[src/rtl/corwin_pkg.sv]
// Shared types and constants for the sync-word correlator scheduler.
package corwin_pkg;

    typedef enum logic [1:0] {
        IDLE = 2'd0,
        OPEN = 2'd1,
        HOLD = 2'd2
    } state_e;

    localparam int NREQ     = 3;
    localparam int REQ_CAC  = 0;
    localparam int REQ_DAC  = 1;
    localparam int REQ_GIAC = 2;

endpackage

[src/rtl/corwin_arb.sv]
// Requester pick: CAC has fixed priority, DAC and GIAC share the correlator round-robin.
module corwin_arb
    import corwin_pkg::*;
(
    input  logic            clk_6M,
    input  logic            rstz,
    input  logic [NREQ-1:0] req_i,
    input  logic            grant_en_i,
    output logic [NREQ-1:0] grant_nxt_o
);

    // 0: DAC is preferred on a DAC/GIAC tie, 1: GIAC is preferred
    logic rr_giac_q;

    always_comb begin
        grant_nxt_o = '0;
        if (req_i[REQ_CAC]) begin
            grant_nxt_o[REQ_CAC] = 1'b1;
        end else if (req_i[REQ_DAC] && (!rr_giac_q || !req_i[REQ_GIAC])) begin
            grant_nxt_o[REQ_DAC] = 1'b1;
        end else if (req_i[REQ_GIAC]) begin
            grant_nxt_o[REQ_GIAC] = 1'b1;
        end
    end

    always_ff @(posedge clk_6M or negedge rstz) begin
        if (!rstz) begin
            rr_giac_q <= 1'b0;
        end else if (grant_en_i && (grant_nxt_o[REQ_DAC] || grant_nxt_o[REQ_GIAC])) begin
            rr_giac_q <= grant_nxt_o[REQ_DAC];
        end
    end

endmodule

[src/rtl/corwin_sched.sv]
// Correlator scheduler: grants one requester, drives the correlation window and
// reference sync word, and reports hit/miss per requester.
module corwin_sched
    import corwin_pkg::*;
#(
    parameter int WINW  = 10,
    parameter int SYNCW = 64
) (
    input  logic             clk_6M,
    input  logic             rstz,
    input  logic             p_1us,
    input  logic [2:0]       req,
    input  logic [SYNCW-1:0] sync0,
    input  logic [SYNCW-1:0] sync1,
    input  logic [SYNCW-1:0] sync2,
    input  logic [WINW-1:0]  regi_winlen0,
    input  logic [WINW-1:0]  regi_winlen1,
    input  logic [WINW-1:0]  regi_winlen2,
    input  logic             corre_trgp,
    output logic             correWindow,
    output logic [SYNCW-1:0] ref_sync,
    output logic [2:0]       grant,
    output logic [2:0]       hit_p,
    output logic [2:0]       miss_p,
    output logic             busy
);

    state_e            state_q;
    logic [WINW-1:0]   cnt_q;
    logic [WINW-1:0]   len_q;
    logic [NREQ-1:0]   grant_q;
    logic [NREQ-1:0]   hit_q;
    logic [NREQ-1:0]   miss_q;
    logic              win_q;
    logic [SYNCW-1:0]  ref_q;

    logic [NREQ-1:0]   grant_nxt;
    logic              arb_en;
    logic [SYNCW-1:0]  sync_sel;
    logic [WINW-1:0]   len_sel;
    logic [WINW-1:0]   len_eff;
    logic              owner_live;

    assign arb_en     = (state_q == IDLE) && p_1us && (|req);
    assign owner_live = |(req & grant_q);

    corwin_arb u_arb (
        .clk_6M      (clk_6M),
        .rstz        (rstz),
        .req_i       (req),
        .grant_en_i  (arb_en),
        .grant_nxt_o (grant_nxt)
    );

    always_comb begin
        sync_sel = '0;
        len_sel  = '0;
        if (grant_nxt[REQ_CAC]) begin
            sync_sel = sync0;
            len_sel  = regi_winlen0;
        end else if (grant_nxt[REQ_DAC]) begin
            sync_sel = sync1;
            len_sel  = regi_winlen1;
        end else if (grant_nxt[REQ_GIAC]) begin
            sync_sel = sync2;
            len_sel  = regi_winlen2;
        end
    end

    // A programmed length of 0 behaves as a one-tick window
    assign len_eff = (len_sel == '0) ? WINW'(1) : len_sel;

    always_ff @(posedge clk_6M or negedge rstz) begin
        if (!rstz) begin
            state_q <= IDLE;
            cnt_q   <= '0;
            len_q   <= '0;
            grant_q <= '0;
            hit_q   <= '0;
            miss_q  <= '0;
            win_q   <= 1'b0;
            ref_q   <= '0;
        end else begin
            hit_q  <= '0;
            miss_q <= '0;
            case (state_q)
                IDLE: begin
                    if (arb_en) begin
                        state_q <= OPEN;
                        grant_q <= grant_nxt;
                        win_q   <= 1'b1;
                        ref_q   <= sync_sel;
                        cnt_q   <= '0;
                        len_q   <= len_eff;
                    end
                end
                OPEN: begin
                    if (!owner_live) begin
                        state_q <= IDLE;
                        win_q   <= 1'b0;
                        grant_q <= '0;
                        ref_q   <= '0;
                    end else if (corre_trgp) begin
                        // grant and ref_sync stay up so the correlator keeps payload timing
                        state_q <= HOLD;
                        hit_q   <= grant_q;
                        win_q   <= 1'b0;
                    end else if (p_1us) begin
                        cnt_q <= cnt_q + WINW'(1);
                        if (cnt_q == len_q - WINW'(1)) begin
                            state_q <= IDLE;
                            miss_q  <= grant_q;
                            win_q   <= 1'b0;
                            grant_q <= '0;
                            ref_q   <= '0;
                        end
                    end
                end
                HOLD: begin
                    if (!owner_live) begin
                        state_q <= IDLE;
                        grant_q <= '0;
                        ref_q   <= '0;
                    end
                end
                default: begin
                    state_q <= IDLE;
                    win_q   <= 1'b0;
                    grant_q <= '0;
                    ref_q   <= '0;
                end
            endcase
        end
    end

    assign correWindow = win_q;
    assign ref_sync    = ref_q;
    assign grant       = grant_q;
    assign hit_p       = hit_q;
    assign miss_p      = miss_q;
    assign busy        = (state_q != IDLE);

endmodule
[config.mk]
export PLATFORM = sky130hd
export DESIGN_NAME = corwin_sched
export DESIGN_NICKNAME = d
export VERILOG_FILES = /design/src/rtl/corwin_pkg.sv /design/src/rtl/corwin_arb.sv /design/src/rtl/corwin_sched.sv
export SDC_FILE = /design/constraint.sdc
export NUM_CORES = 1
export LEC_CHECK = 0
export CAP_MARGIN = 10
export CORE_MARGIN = 2
export CORE_UTILIZATION = 38
export DETAILED_ROUTE_END_ITERATION = 6
export PLACE_DENSITY_LB_ADDON = 0.2
export SYNTH_ARGS = -nofsm -noshare
export SYNTH_HDL_FRONTEND = slang
export SYNTH_SLANG_ARGS = --single-unit
[constraint.sdc]
create_clock -name clk_6M -period 3.1 [get_ports clk_6M]
set_clock_uncertainty 0.15 [all_clocks]
set_input_delay 0.31 -clock clk_6M [delete_from_list [all_inputs] [get_ports clk_6M]]
set_output_delay 0.31 -clock clk_6M [all_outputs]
set_load 0.05 [all_outputs]
======== Yosys cells after proc, flatten, opt, wreduce, memory -nomap -nowiden ========
Cells that the tools add are included.
word-level totals
  bits in registers ....................... 97
  bits in latches ......................... 0
  bits in writable memories ............... 0
  ROM bits ................................ 0
  bits of input ports ..................... 229
  word-level logic and storage cells ...... 97
  memories ................................ 0
cells by class
  add/subtract/negate cells ............... 2
  $mul .................................... 0
  div/mod/pow operators ................... 0
  $lt $le $gt $ge ......................... 0
  eq/ne operators ......................... 13
  shift operators ......................... 0
  muxes and demuxes ....................... 52
  bitwise gates (word level) .............. 2
  reductions and logical operators ........ 19
operator list
  cell                                                                   number
  64-bit 2-to-1 mux                                                      9
  64-bit one-hot mux with 3 select lines                                 1
  10-bit 2-to-1 mux                                                      8
  3-bit 2-to-1 mux                                                       14
  10-bit one-hot mux with 2 select lines                                 1
  2-bit 2-to-1 mux                                                       7
  10-bit by 1-bit adder with 10-bit output (second input constant)       1
  10-bit == test                                                         1
  10-bit zero test                                                       1
  5-bit AND reduction                                                    2
  10-bit by 1-bit subtractor with 10-bit output (second input constant)  1
  1-bit 2-to-1 mux                                                       9
  3-bit inequality test (second input constant)                          3
  3-bit one-hot mux with 3 select lines                                  1
  2-bit inequality test (second input constant)                          4
  4-bit inequality test (second input constant)                          2
  4-bit AND reduction                                                    2
  2-bit one-hot mux with 3 select lines                                  1
  3-bit OR reduction                                                     2
  1-bit logical AND                                                      4
  2-bit nonzero test                                                     2
  3-bit bitwise AND                                                      1
  1-bit one-hot mux with 3 select lines                                  1
  2-bit by 1-bit == test with 1-bit output (second input constant)       1
  other kinds (7)                                                        9

======== Depth between registers and ports, before layout ========
  depth after elaboration ................. 10
  mapped depth ............................ 10

======== Cells and area by module ========
From an unflattened synthesis, not the netlist that was laid out.
unflattened totals
  cell total of the unflattened synthesis .. 752
  area total of the unflattened synthesis .. 5810.6 µm²
by module, submodules not included
  module        times used  cells an instance  area an instance (µm²)  seq. area each (µm²)
  corwin_sched  1           743                5728.0                  2402.3
  corwin_arb    1           9                  82.6                    25.0

======== Least setup slack after synthesis ========
Ideal clock, no wire load.
  kind .................................... register -> register
  start ................................... reg grant_q[0], in the netlist grant[0]
  end ..................................... reg ref_q[0], in the netlist ref_sync[0]
  data arrival time ....................... 2.124 ns
  slack ................................... 0.691 ns
  cell stages (with the launch flop) ...... 9
  path buffers ............................ 2
  clock period less this slack ............ 2.409 ns
  cell sequence ........................... dfrtp_1 > a222oi_1 > nor2_1 > a211oi_2 > nand3_1 > nor3_2 > buf_4 > buf_6 > o22ai_1
on the way
  cells in the longest elaborated chain, start to end .. 4
  elaborated cells between the ends (all ways) .. 9
  those cells by class .................... 4 x eq/ne; 2 x mux; 1 x bitwise; 2 x reduce/logical
RTL lines
  what                                                                                            RTL line            text
  start: declaration                                                                              corwin_sched.sv:31  logic [NREQ-1:0] grant_q;
  start signal: assignment                                                                        corwin_sched.sv:90  grant_q <= grant_nxt;
  3-bit bitwise AND *                                                                             corwin_sched.sv:45  assign owner_live = |(req & grant_q);
  3-bit OR reduction *                                                                            corwin_sched.sv:45
  3-bit inequality test (no line), or another cell as far along                                   -
  5-bit AND reduction (no line) / 64-bit one-hot mux with 3 select lines (equally long branches)  -
  end signal: assignment                                                                          corwin_sched.sv:92  ref_q <= sync_sel;
  end: declaration                                                                                corwin_sched.sv:35  logic [SYNCW-1:0] ref_q;
Mark *: on every way between the ends. The rest lies on a longest branch, timed or not.
A chain may end at the register's enable or synchronous reset.

======== Worst setup path after layout ========
  start ................................... reg len_q[0]
  end ..................................... reg ref_q[38], in the netlist ref_sync[38]
on the way
  cells in the longest elaborated chain, start to end .. 4
RTL lines
  what                                           RTL line             text
  start: declaration                             corwin_sched.sv:30   logic [WINW-1:0] len_q;
  start signal: assignment                       corwin_sched.sv:94   len_q <= len_eff;
  10-bit by 1-bit subtractor with 10-bit output  corwin_sched.sv:110  if (cnt_q == len_q - WINW'(1)) begin
  10-bit == test                                 corwin_sched.sv:110
  3-bit inequality test (no line)                -
  5-bit AND reduction (no line)                  -
Every way passes these cells.

==> results.ini <==
[status]
status = finished, violations left
violations = design-rule violations

[synthesis]
synth_xor_area_frac = 0.0297
yosysTopAreaCell = dfrtp_1
synth-adder-area-share = 0.00499
syn_area_sq_mm = 0.00502
async_reset_ff_frac = 1.00
synth_cell_types = 45
synth_flop_cell = dfrtp_1
yosysSeqAreaShare = 0.484
syn_inst = 514
synth_top_family_by_area = compound AO/OA/AOI/OAI gates
yosysTopAreaCellShare = 0.484
avgSynthCellArea_sq_um = 9.76
yosysWarnings = 0
synthSimpleGateAreaFrac = 0.151
muxShareOfSynthArea = 0
synthTopCellsByArea = dfrtp_1 (48%), a222oi_1 (15%), o22ai_1 (8.1%)
synth_compound_area_frac = 0.277
ys_ff_latch = 97
synthesis.nets = 745
synth_edf_count = 0

[cts]
clockBufferDepth = 2
clock-sinks = 97
cts_root_buffer = clkbuf_16
cts_resized = 0
cts_tree = yes
cts_inserted_buffers = 9
post_cts_buffers = 0
clock_latency_ps = 330
clkTransAtPathRegs_ps = 70
cts_hold_buf = 1
htree_levels = 3

[final_layout]
antennaDiodeCount = 0
multi_input_area_sq_mm = 0.00235
syn_to_final_growth_pct = 69.2
final_common_cell = clkdlybuf4s50_1
fillers = 995
fin_nets = 1022
finalNonFillerCells = 968
final_cell_mix = clkdlybuf4s50_1 (301), dfrtp_1 (97), nand2_1 (92)
regArea_sq_mm = 0.00243
layout-drive-gt1-share = 0.0515

[sta]
timing.final.max_slew_violations = 0
tightest_slew_ps = 859
final-setup-viol-count = 0
relSlewSlack = 0.427
fin_crit_ps = 2810
fin_tns_setup_ps = 0
rsz0062_at_grt = no
fmax_ghz = 0.355
period_share = 0.908
finalHoldViolCount = 0

[pwr]
ir_drop_uv = 476
p_leak_nw = 3.35
powerDensity_mw_per_mm2 = 828

[job]
cap_violations = 0

[global_route]
grt_use_met3 = 0.0618
grt_max_degree = 86
antenna_found_initial = 1
gr-usage-met2 = 0.473
grt_use_met1 = 0.332
grtUsageTotal = 0.271
grt_pass1_wl_microns = 30500
busiest_layer = met2
grt_pass1_vias = 5863
overflow = 0

[detailed_routing]
dr.pass1.iters = 7
ant_nets = 0
drc = 24
finalWirelength_microns = 19700
drtIter0Drc = 628
routedWlPerCell_microns = 20.4
viasPerCell = 5.94
vias = 5747

[placement]
hpwl_microns = 14800
dp_cells = 951
gp_congestion = 0.926
io_buffers = 303

[floorplanning]
start_util = 0.393
io_pins = 304
core_sq_mm = 0.0128
die_x_microns = 119
fp.dieArea_sq_mm = 0.0141
row_count = 41
fp.dieH_microns = 119

[critical_path]
arrival_ps = 2850
start_kind = register
cpLargestDelayFamily = simple AND/OR/NAND/NOR gates
cp-end-kind = register
path_cells = inv_1 > ha_1 > nor2b_1 > or3_1 > a311oi_1 > nand3_1 > nor3_4 > buf_4 > o22ai_1
path_max_fanout = 30
slowest_stage = dfrtp_1
cp.required_ps = 3130
crit_buf_inv = 2
critical_path_class = reg -> reg
slowest_delay_ps = 420

[min_path]
min_path_type = in -> reg

-- cell usage after synthesis, types with 2 or more instances --
cell type,number
nand3_1,7
a222oi_1,75
o21ai_0,15
and2_1,6
a21oi_1,3
nand4_1,8
buf_2,7
clkbuf_1,41
o31ai_1,3
nor3b_1,2
nand2b_1,4
o22ai_1,65
or4_1,3
nor3_2,2
o311ai_0,2
nor3_1,4
nor2b_1,2
xnor2_1,10
a311oi_1,2
nor4_1,6
and3_1,2
ha_1,2
buf_6,3
dfrtp_1,97
nor2_1,14
inv_1,10
nand2_1,92
xor2_1,7
or3_1,3
and3b_1,2
-- per-stage QoR --
step / instance area [sq um] / power [mW] / hold slack [ps] / util / worst slack, ps
floorplan: 5020 / 4.40 / -136 / - / 691
global placement: 8200 / 5.88 / 208 / 0.642 / 229
detailed placement: 8200 / 5.95 / 226 / 0.642 / -30.6
CTS: 8490 / 7.05 / 173 / 0.665 / 276
global route: 8490 / 7.37 / 206 / 0.665 / 117
finish: 8490 / 7.03 / 185 / 0.665 / 285
-- path summary, 6_finish.rpt --
| kind | from | end | slack, ps | depth (start not counted) |
|---|---|---|---|---|
| max | len_q[0] | ref_sync[38] | 290 | 9 |
| min | req[0] | grant[0] | 180 | 3 |
| max reg2reg | len_q[0] | ref_sync[38] | 290 | 9 |
| min reg2reg | ref_sync[37] | ref_sync[37] | 390 | 2 |
| max in group asynchronous | rstz | cnt_q[5] | 1600 | 3 |
| min in group asynchronous | rstz | ref_sync[3] | 380 | 2 |
-- cell families after synthesis --
family | Yosys count
buf+inv | 63
flops | 97
compound gates | 174
xor+xnor | 17
fa+ha+maj | 2
simple gates | 161
-- routing by layer --
metal  vias to the layer above  share of wire  routed length (microns)
met5                         -        0.00076                       15
met4                         2          0.023                      456
met3                        36          0.072                     1420
met2                       262           0.51                    10000
met1                      2842           0.40                     7820
li1                       2605              -                        -
-- layout make-up --
cell class                      count  area share
Clock inverter                      7     0.00707
Inverter                           10     0.00442
Multi-Input combinational cell    354       0.277
Sequential cell                    97       0.286
Tap cell                          172      0.0253
Timing Repair Buffer              319       0.374
Clock buffer                        9      0.0265
-- tightest hold or removal path, delay by kind of cell --
kind / cells / cell delay, ps
compound gates: 1 / 80
buf+inv: 2 / 240
-- power breakdown --
part	internal [mW]	leakage, nW	switching, mW
combinational	1.38	1.95	2.47
clock	0.561	0.136	0.524
sequential	1.72	1.27	0.376
total	3.66	3.35	3.37
-- registers in the layout (all words and copies together), names as in the netlist --
register         cells
cnt_q               10
correWindow          1
grant                3
hit_p                3
len_q               10
miss_p               3
ref_sync            64
state_q              2
u_arb.rr_giac_q      1
Power figures use the tool's default switching activity.
